<file path="config.mk">
export PLATFORM = sky130hd
export DESIGN_NAME = seg_scan_driver
export DESIGN_NICKNAME = d
export VERILOG_FILES = /design/src/rtl/seg_scan_driver.sv
export SDC_FILE = /design/constraint.sdc
export NUM_CORES = 1
export LEC_CHECK = 0
export ABC_AREA = 1
export BUFFER_PORTS_ARGS = -buffer_cell sky130_fd_sc_hd__buf_2
export CORE_UTILIZATION = 51
export DETAILED_ROUTE_END_ITERATION = 7
export PLACE_DENSITY = 0.85
export SYNTH_ARGS = -nofsm -noshare
export SYNTH_HDL_FRONTEND = slang
export SYNTH_SLANG_ARGS = --single-unit
</file>
<file path="constraint.sdc">
create_clock -name clk -period 1.8 [get_ports clk]
set_input_delay 0.18 -clock clk [delete_from_list [all_inputs] [get_ports clk]]
set_output_delay 0.18 -clock clk [all_outputs]
set_load 0.01 [all_outputs]
</file>
<file path="src/rtl/seg_scan_driver.sv">
// Time-multiplexed scan controller for a common-anode 7-segment bank.
// Double-buffered digit value, per-slot blanking gap, active-low enables.
module seg_scan_driver #(
  parameter int unsigned NUM_DIGITS   = 6,
  parameter int unsigned SCAN_DIV     = 50000,
  parameter int unsigned BLANK_CYCLES = 500
) (
  input  logic                    clk,
  input  logic                    rst,
  input  logic                    en,
  input  logic                    load,
  input  logic [4*NUM_DIGITS-1:0] digits_in,
  input  logic [NUM_DIGITS-1:0]   lz_mask,
  input  logic [NUM_DIGITS-1:0]   dp_mask,
  output logic [3:0]              bin_data,
  output logic [NUM_DIGITS-1:0]   digit_sel_n,
  output logic                    dp_n,
  output logic                    frame_start
);

  localparam int unsigned   CW        = (SCAN_DIV > 2) ? $clog2(SCAN_DIV) : 1;
  localparam int unsigned   IW        = $clog2(NUM_DIGITS);
  localparam logic [CW-1:0] CNT_MAX   = CW'(SCAN_DIV - 1);
  localparam logic [CW-1:0] BLANK_END = CW'(BLANK_CYCLES);
  localparam logic [IW-1:0] IDX_MAX   = IW'(NUM_DIGITS - 1);

  typedef enum logic {
    BLANK = 1'b0,
    SHOW  = 1'b1
  } state_t;

  state_t                  r_state;
  logic [CW-1:0]           r_cnt;
  logic [IW-1:0]           r_idx;
  logic [4*NUM_DIGITS-1:0] r_shadow;
  logic [4*NUM_DIGITS-1:0] r_active;

  logic                  w_wrap;
  logic                  w_xfer;
  logic [CW-1:0]         w_cnt_nxt;
  logic [IW-1:0]         w_idx_nxt;
  logic [3:0]            w_nib;
  logic [NUM_DIGITS-1:0] w_sel_on;
  logic                  w_lz;

  always_comb begin
    w_wrap    = (r_cnt == CNT_MAX);
    w_cnt_nxt = w_wrap ? '0 : r_cnt + 1'b1;
    w_idx_nxt = r_idx;
    if (w_wrap) begin
      w_idx_nxt = (r_idx == IDX_MAX) ? '0 : r_idx + 1'b1;
    end
    w_xfer   = en && w_wrap && (r_idx == IDX_MAX);
    w_nib    = r_active[{r_idx, 2'b00} +: 4];
    w_sel_on = ~(NUM_DIGITS'(1) << r_idx);
    w_lz     = lz_mask[r_idx] && (w_nib == 4'd0);
  end

  always_ff @(posedge clk) begin
    if (rst) begin
      r_state     <= BLANK;
      r_cnt       <= '0;
      r_idx       <= '0;
      r_shadow    <= '0;
      r_active    <= '0;
      bin_data    <= '0;
      digit_sel_n <= '1;
      dp_n        <= 1'b1;
      frame_start <= 1'b0;
    end else begin
      if (load) begin
        r_shadow <= digits_in;
      end
      // A load landing on the slot-0 transfer edge bypasses the shadow.
      if (w_xfer) begin
        r_active <= load ? digits_in : r_shadow;
      end

      if (en) begin
        r_cnt       <= w_cnt_nxt;
        r_idx       <= w_idx_nxt;
        r_state     <= (w_cnt_nxt < BLANK_END) ? BLANK : SHOW;
        bin_data    <= w_nib;
        frame_start <= w_xfer;
        if ((r_state == SHOW) && !w_lz) begin
          digit_sel_n <= w_sel_on;
          dp_n        <= ~dp_mask[r_idx];
        end else begin
          digit_sel_n <= '1;
          dp_n        <= 1'b1;
        end
      end else begin
        digit_sel_n <= '1;
        dp_n        <= 1'b1;
        frame_start <= 1'b0;
      end
    end
  end

endmodule
</file>
* After elaboration in Yosys (flattened, before gate mapping)
Index checks and enable logic that the tools add are counted.
** Storage, ports and cells
- Register bits :: 80
** Cells by class
- $add $sub $neg :: 2
- Shift operators :: 2
- Mux-type cells :: 8
- Bitwise logic cells :: 4
- Eq/ne operators :: 2
- Reductions and logical operators :: 9
- $lt $le $gt $ge :: 2
** Operators by type and width (count)
- 24-bit two-way mux :: 1
- 24-bit by 6-bit indexed part select with 4-bit output :: 1
- 16-bit by 1-bit adder with 16-bit output (second input constant) :: 1
- 16-bit == test (second input constant) :: 1
- 16-bit by 9-bit less-than comparator with 1-bit output (second input constant) :: 1
- 16-bit two-way mux :: 1
- 1-bit binary-select mux with 3-bit select :: 2
- 6-bit inverter :: 1
- 1-bit by 3-bit left shift with 6-bit output (first input constant) :: 1
- 1-bit logical AND :: 4
- 4-bit logical NOT :: 1
- 3-bit by 4-bit less-than comparator with 1-bit output (second input constant) :: 1
- 3-bit by 1-bit adder with 3-bit output (second input constant) :: 1
- 3-bit == test (second input constant) :: 1
- 1-bit two-way mux :: 3
- 3-bit two-way mux :: 1
- 1-bit inverter :: 3
- 3-bit OR reduction :: 1
- 2-bit AND reduction :: 1
- 2-bit OR reduction :: 1
- 1-bit logical NOT :: 1

* Depth between registers and ports, before layout
Gate-level depths: netlist (run 1).
- Word-level depth :: 7
- Depth in mapped cells :: 11
- Gate-level depth less buffers :: 11

* Least setup slack after synthesis (run 1)
Ideal clock, no wire load.
- Path type :: reg2reg
- From :: register r_cnt[0]
- To :: register r_active[19]
- Path slack :: 128 ps
- Required time :: 1687 ps
- Cell stages (with the launch flop) :: 10
- Clock period less this slack :: 1672 ps
- Arrival time :: 1559 ps
- Cell sequence :: dfxtp_1 -> ha_1 -> nand3_2 -> nor4_4 -> nand3_2 -> inv_2 -> nand2_4 -> buf_2 -> o21ai_1 -> nor2_1
** On the way
- Cells in the longest elaborated chain, start to end :: 3
** Ends and longest elaborated chain
- start, declared :: line 33 : logic [CW-1:0] r_cnt;
- start signal, assigned :: line 80 : r_cnt <= w_cnt_nxt;
- 16-bit == test :: line 47 : w_wrap = (r_cnt == CNT_MAX);
- 1-bit logical AND (2 in a row) :: line 53 : w_xfer = en && w_wrap && (r_idx == IDX_MAX);
- end signal, assigned :: line 76 : r_active <= load ? digits_in : r_shadow;
- end, declared :: line 36 : logic [4*NUM_DIGITS-1:0] r_active;
Every way passes these cells.
A chain may end at the register's enable or synchronous reset.

* Final worst setup path (run 1)
- From :: register r_cnt[10]
- To :: register r_state
** On the way
- Cells in the longest elaborated chain, start to end :: 4
- Elaborated cells on any way between the ends :: 5
- Those cells by class :: 1 x add/sub; 1 x order compare; 1 x eq/ne; 2 x mux
** Ends and longest elaborated chain
- 16-bit by 1-bit adder with 16-bit output or 16-bit == test (tied branches) :: line 48, 47
- 16-bit two-way mux * :: line 48 : w_cnt_nxt = w_wrap ? '0 : r_cnt + 1'b1;
- 16-bit by 9-bit less-than comparator with 1-bit output * :: line 82 : r_state <= (w_cnt_nxt < BLANK_END) ? BLANK : SHOW;
- 1-bit two-way mux * :: line 82
- end signal, assigned :: line 82
- end, declared :: line 32 : state_t r_state;
Mark *: on every way between the ends. The rest lies on a longest branch, timed or not.

==> key figures, run 1 <==
Power
  • Peak supply drop: around 710 uV
  • Comb pwr share: 0.097
  • Clock power share: 0.380
  • PwrDens: a little over 800 nW/um^2
  • Net Sw Frac: 0.267
  • Tot Pwr: 3.59 mW
  • Sequential share of power: 0.523
  • Pleak: 2.03 nW
  • Power Internal: ~2.6 mW
  • Psw: a little under 1 mW

Yosys
  • Simple-gate share of the synthesized area: 0.278
  • Fraction of synthesized area in multiplexers: 0.0163
  • Yosys warns: 0
  • Main combinational cell family by area after synthesis: simple AND/OR/NAND/NOR gates
  • Synth cell types: 32
  • #FFs+latches synth: 80
  • Post-synthesis average cell area: 6.91 um^2
  • Synth Instances: about 530
  • Post-Synth Adder-Cell Area: 0.00681
  • Synth Area in XOR/XNOR: 0.0119
  • Sequential fraction of the synthesis area: 0.436
  • Synth Area in Compound Gates: 0.145
  • Post-Syn Nets: about 570
  • Synth Cell Area: around 3700 um^2

Place
  • PortBufs: a little over 50
  • Pre-CTS setup slack: about 11 ps
  • Detailed Place HPWL: 6430 um
  • GP Congestion: about 0.95
  • Dpl cells: 674

Setup path
  • CP endpoint: r_state
  • Crit end category: register
  • R2r worst-path depth: 9
  • Worst stage delay on the critical path: 500 ps
  • Reg2reg end: r_state
  • CP Launch Type: register
  • Reg-to-Reg Start: r_cnt[10]
  • WP buf/inv: 2
  • WS Path Type: register to register
  • Setup slack, reg-to-reg: 110 ps
  • Crit. Startpoint: r_cnt[10]
  • Worst-path maximum fanout: 6
  • CP Data Arrival Time: between 1500 and 2000 ps
  • Crit path max-delay cell type: dfxtp_1
  • WP data required: just over 2000 ps
  • Crit-path cells: inv_1, nor3_1, nand3_2, xor2_2, inv_1, nor2_1, nand2_1, nor2_1, nor2_1
  • Stages on the worst setup path: 9
  • Top delay family on crit path: simple AND/OR/NAND/NOR gates
  • Most frequent CP cell: nor2_1

STA
  • Final worst slack: approximately 110 ps
  • Least-Margin Pin Slew: 399 ps
  • Hold Vio Cnt, Final: 0
  • Worst Skew: 10.3 ps
  • Final Setup Violations: 0
  • Highest clock rate: approximately 590 MHz
  • Final period utilization: 0.938
  • RSZ-0062 raised after global routing: false
  • Final slew viol count: 0
  • Setup TNS: 0 ps
  • Relative slew slack: 0.733
  • Min Tclk post-route: roughly 1700 ps

Job
  • Max-cap violations: 0

Global route
  • Number of global-route vias before repair: 3,239
  • Grt total ovfl: 0
  • Tot GR Track Use: 0.246
  • First-pass GRT wire length: between 10,000 and 15,000 um
  • Initial antenna violation count: 0
  • Pin count of the biggest net entering global routing: 32

Clock tree
  • H-tree depth: 3
  • CTS tree: built
  • Buffers from clock root to sink, at most: 2
  • Total CTS buffers: 9
  • Clock Latency Late Sink: ~360 ps
  • Clock Tree Root: clkbuf_8
  • Clock sink count: 80
  • Clock transition at the registers of the reported paths: around 90 ps

Floorplanning
  • Row count: 30
  • I/O pins: 52
  • Die Span X: around 87 um
  • Starting Density: 0.535
  • Die area: roughly 7500 um^2
  • Core area: 6870 um^2
  • DIE HEIGHT: roughly 87 um

Routing
  • Vias: 3,655
  • DRC violations left: 0
  • Vias per inst: roughly 5.3
  • Initial DRC count: roughly 330
  • Routed WL per cell: 12.9 um
  • Number of routed nets with antenna violations: 0
  • Final wirelength: approximately 9000 um
  • Drt pass-1 iters: 6

Status
  • Status: completed

Layout
  • Layout cell share with drive strength beyond 1: 0.183
  • Nets@finish: 633
  • Area Growth Syn to Fin: 18.4%
  • Ant. Diodes: 0
  • Non-Filler Instances: 692

Hold path
  • Hold/Removal Path Class: input port to register
==> power by group through the flow <==
stage	sequential [mW]	clock (mW)	combinational, mW
finish	1.88	1.37	0.349
global route	1.89	1.46	0.393
CTS	1.88	1.38	0.342
detailed placement	1.92	0	0.340
global placement	1.91	0	0.332
floorplan	1.91	0	0.226
==> routing by layer <==
| metal | GRT usage | wire length [um] | share of wire |
|---|---|---|---|
| met1 | 0.320 | 4080 | 0.46 |
| met2 | 0.399 | 4210 | 0.47 |
| met3 | 0.0597 | 521 | 0.058 |
| met4 | 0.0894 | 135 | 0.015 |
| met5 | 0 | 0 | 0 |
==> synth_stat cells <==
cell type	n	area [um^2]
nand3_2	2	20.0
a211oi_1	3	22.5
o311ai_0	1	8.76
nor4_4	1	21.3
nor2_2	1	6.26
mux2i_1	6	60.1
nor2_1	126	473
a21o_1	1	7.51
a21oi_1	37	185
o21ai_1	12	60.1
ha_1	2	25.0
nand2_4	1	11.3
o21bai_1	2	15.0
o22ai_1	2	12.5
xnor2_1	1	8.76
dfxtp_1	80	1600
nand2_1	76	285
nor3_1	4	20.0
buf_6	3	33.8
buf_1	2	7.51
nand3_1	24	120
clkbuf_1	15	56.3
o21ai_0	34	170
a22oi_1	7	52.6
inv_2	2	7.51
nor3b_1	1	7.51
clkinv_4	1	8.76
or2_2	2	12.5
nand4_1	7	43.8
inv_1	69	259
xor2_1	4	35.0
buf_2	3	15.0
==> metrics by stage <==
| step | utilization | cell area [um^2] | hold slack [ps] |
|---|---|---|---|
| after floorplan | - | 3670 | 347 |
| after global placement | 0.593 | 4070 | 450 |
| after detailed placement | 0.593 | 4070 | 456 |
| after CTS | 0.623 | 4280 | 102 |
| after global routing | 0.633 | 4350 | 133 |
| final | 0.633 | 4350 | 108 |
==> repair_timing <==
action,in CTS,in global routing
endpoints found under the setup margin,3,32
cloned,0,1
gates resized for setup,1,16
pin swaps,0,1
buffers inserted,0,1
hold buffers,0,0
==> placed cells by master (no fill, tap or decap), drive strengths merged, types with 6 or more instances in the layout <==
| master | netlist | layout |
|---|---|---|
| a21oi | 37 | 37 |
| nand4 | 7 | 7 |
| mux2i | 6 | 6 |
| nand2 | 77 | 77 |
| a22oi | 7 | 7 |
| buf | 8 | 70 |
| inv | 71 | 74 |
| nand3 | 26 | 26 |
| o21ai | 46 | 46 |
| dfxtp | 80 | 80 |
| clkbuf | 15 | 9 |
| nor2 | 127 | 127 |
==> registers in the layout, indices dropped and copies added, names as in the netlist <==
name and flops:
r_active 24, r_idx 3, r_cnt 16, frame_start 1
bin_data 4, r_state 1, digit_sel_n 6, dp_n 1
r_shadow 24
==> tightest hold or removal path, stage by stage <==
cell and delay [ps]:
buf_2 80, mux2i_1 80, nor2_1 90
==> final cells by class <==
cell class	instances	area, um^2
inverter	72	283
timing repair buffer	70	398
fill	594	2520
sequential	80	1610
clock buffer	9	124
timing repair inverter	1	8.76
tap	96	120
clock inverter	7	80.1
multi-input combinational	357	1730
==> worst min-delay path by stage <==
stage	startpoint	end	slack, ps	depth (start not counted)
after global placement	r_active[1]	r_active[1]	450	2
final	digits_in[3]	r_shadow[3]	110	3
after detailed placement	r_active[1]	r_active[1]	460	2
after global routing	digits_in[23]	r_shadow[23]	130	3
after CTS	digits_in[3]	r_shadow[3]	100	3
after floorplan	digits_in[0]	r_shadow[0]	350	2
==> cells by family (layout without fill, tap and decap cells) <==
family | count (synthesis) | after routing
simple gates | 245 | 245
compound gates | 99 | 99
buf+inv | 95 | 159
xor+xnor | 5 | 5
flops | 80 | 80
fa+ha+maj | 2 | 2
mux | 6 | 6
(Power assumes the default switching activity.)
==> run 2, diff against run 1 <==
--- a/config.mk
+++ b/config.mk
@@ -11,4 +11,5 @@
 export DETAILED_ROUTE_END_ITERATION = 7
 export PLACE_DENSITY = 0.85
+export SLEW_MARGIN = 10
 export SYNTH_ARGS = -nofsm -noshare
 export SYNTH_HDL_FRONTEND = slang
==> constraint.sdc (replaced) <==
create_clock -name clk -period 1.8 [get_ports clk]
set_input_delay 0.09 -clock clk [delete_from_list [all_inputs] [get_ports clk]]
set_output_delay 0.09 -clock clk [all_outputs]
set_load 0.01 [all_outputs]
==> run 2 against run 1 <==
Effect of this change: sequential share of layout area rose by 0.071 points; worst setup slack improved by 43 ps; flip-flop and latch count stayed put; largest power group unchanged; design area fell by 0.11%; global-route usage down 0.16 points; sequential power about the same.
==> key figures, run 2 (synthesized netlist as in run 1, its figures left out) <==
Global route
  • Number of global-route vias before repair: 3,238 (-0.031%)
  • Initial antenna violation count: 0 (unchanged)
  • Grt total ovfl: 0 (unchanged)
  • Tot GR Track Use: 0.245 (-0.00162)
  • First-pass GRT wire length: 14,200 um (-2.1%)
  • Pin count of the biggest net entering global routing: 32 (unchanged)

Place
  • Dpl cells: 673 (-0.15%)
  • PortBufs: 51 (unchanged)
  • Detailed Place HPWL: 6500 um (+1.0%)
  • Placed inst area: 4060 um^2 (-0.18%)
  • GP Congestion: 0.917 (-3.0%)

Setup path
  • Stages on the worst setup path: 11 (+2)
  • Crit-path cells: ha_1, nand3_2, buf_4, inv_2, nand3_2, xor2_2, inv_1, nor2_1, nand2_1, nor2_1, nor2_1
  • Crit end category: register
  • WS Path Type: register to register
  • Top delay family on crit path: simple AND/OR/NAND/NOR gates
  • WP data required: 2050 ps (about the same)
  • CP Launch Type: register
  • CP Data Arrival Time: 1900 ps (-40 ps)
  • Worst-path maximum fanout: 4 (-2)
  • R2r worst-path depth: 11 (+2)
  • Reg-to-Reg Start: r_cnt[1]
  • Most frequent CP cell: nor2_1
  • Reg2reg end: r_state
  • Crit path max-delay cell type: dfxtp_2
  • Worst stage delay on the critical path: 360 ps (-140 ps)
  • Setup slack, reg-to-reg: 160 ps (+40 ps)
  • WP buf/inv: 3 (+1)

STA
  • Hold Vio Cnt, Final: 0 (unchanged)
  • Setup TNS: 0 ps (unchanged)
  • Final period utilization: 0.913 (-0.0242)
  • Final hold slack: 7.50 ps (-100 ps)
  • Worst Skew: 10.4 ps (+0.113 ps)
  • Final slew viol count: 0 (unchanged)
  • Final Setup Violations: 0 (unchanged)
  • Relative slew slack: 0.692 (-0.0411)
  • Least-Margin Pin Slew: 456 ps (+57.3 ps)
  • Min Tclk post-route: 1640 ps (-43.5 ps)
  • Highest clock rate: 608 MHz (+2.6%)

Floorplanning
  • Core area: 6870 um^2 (unchanged)
  • Die area: 7550 um^2 (unchanged)
  • Row count: 30 (unchanged)
  • I/O pins: 52 (unchanged)
  • Die Span X: 86.9 um (unchanged)
  • Starting Density: 0.535 (unchanged)
  • DIE HEIGHT: 86.9 um (unchanged)

Power
  • Net Sw Frac: 0.268 (+0.00116)
  • Peak supply drop: 569 uV (-20%)
  • Sequential share of power: 0.520 (-0.003)
  • Pleak: 2.04 nW (+0.79%)
  • Clock power share: 0.383 (+0.003)
  • Psw: 0.970 mW (+1.0%)
  • Power Internal: 2.65 mW (+0.43%)
  • Comb pwr share: 0.097 (about the same)
  • PwrDens: 832 nW/um^2 (+0.71%)

Hold path
  • Hold path cells: 3 (unchanged)
  • Hold Path Origin: digits_in[4]
  • Hold/Removal Path Class: input port to register
  • WHS Endpoint: r_shadow[4]

Routing
  • Final wirelength: 8800 um (-1.6%)
  • Routed WL per cell: 12.7 um (-1.4%)
  • Drt pass-1 iters: 5 (-1)
  • Initial DRC count: 247 (-25%)
  • Number of routed nets with antenna violations: 0 (unchanged)
  • DRC violations left: 0 (unchanged)
  • Vias per inst: 5.21 (-1.4%)
  • Vias: 3,600 (-1.5%)

Layout
  • Most frequent cells in the layout: 120 x nor2_1, 74 x nand2_1, 74 x dfxtp_1
  • Ant. Diodes: 0 (unchanged)
  • Layout cell share with drive strength beyond 1: 0.192 (+0.00871)
  • Nets@finish: 632 (-0.16%)
  • Fin area: 4340 um^2 (-0.11%)
  • Area Growth Syn to Fin: 18.3%
  • Non-Filler Instances: 691 (-0.14%)
  • Top flop regs: r_active (24), r_shadow (24), r_cnt (16)
  • Most common cell after layout, fill and taps aside: nor2_1

Job
  • Max-cap violations: 0 (unchanged)

Clock tree
  • CTS tree: built
  • H-tree depth: 3 (unchanged)
  • Total CTS buffers: 9 (unchanged)
  • Clock transition at the registers of the reported paths: 90 ps (about the same)
  • Clock Latency Late Sink: 360 ps (about the same)
  • Clock Tree Root: clkbuf_8
  • Clock sink count: 80 (unchanged)
  • Buffers from clock root to sink, at most: 2 (unchanged)

Status
  • Status: completed
[run 2: worst max-delay path by stage]
| stage | start | endpoint | slack [ps] |
|---|---|---|---|
| global route | r_cnt[1] | r_state | -10 |
| detailed placement | r_cnt[0] | r_active[3] | 70 |
| floorplan | r_cnt[0] | r_active[19] | 130 |
| CTS | r_cnt[0] | r_active[3] | 50 |
| global placement | r_cnt[0] | r_active[23] | 140 |
| finish | r_cnt[1] | r_state | 160 |
[run 2: per-stage QoR]
stage | power, mW | setup slack, ps | util
2_1_floorplan | 2.14 | 128 | -
4_1_cts | 3.63 | 50.9 | 0.622
6_report | 3.62 | 156 | 0.632
3_3_place_gp | 2.24 | 142 | 0.592
3_5_place_dp | 2.26 | 65.6 | 0.592
5_1_grt | 3.77 | -11.7 | 0.632
[run 2: final cells by class]
cell class | instances | area [um^2]
clock buffers | 9 | 124
clock inverters | 7 | 83.8
fillers | 603 | 2520
inverters | 72 | 283
multi-input cells | 357 | 1730
flip-flops and latches | 80 | 1610
well taps | 96 | 120
repair buffers | 70 | 398
[run 2: power groups by stage]
| stage | combinational, mW | sequential [mW] | clock [mW] |
|---|---|---|---|
| 4_1_cts | 0.342 | 1.88 | 1.41 |
| 3_3_place_gp | 0.329 | 1.92 | 0 |
| 3_5_place_dp | 0.340 | 1.92 | 0 |
| 2_1_floorplan | 0.226 | 1.91 | 0 |
| 6_report | 0.351 | 1.88 | 1.39 |
| 5_1_grt | 0.394 | 1.89 | 1.49 |
[run 2: repair_timing]
item	4_1_cts	5_1_grt
hold endpoints to repair	0	0
setup endpoints to repair	0	27
gates resized for setup	0	22
setup buffers	0	2
hold buffers	0	0
[run 2: worst min-delay path: cells and delay by family]
family	cells	cell delay [ps]
buf+inv	1	80
mux	1	80
simple gates	1	90
[run 2: metal layers]
| layer | wire [um] | vias up | GRT usage |
|---|---|---|---|
| met2 | 4170 | 133 | 0.397 |
| met1 | 3940 | 1644 | 0.307 |
| met5 | 0 | - | 0 |
| li1 | - | 1805 | - |
| met3 | 513 | 18 | 0.0787 |
| met4 | 171 | 0 | 0.0848 |
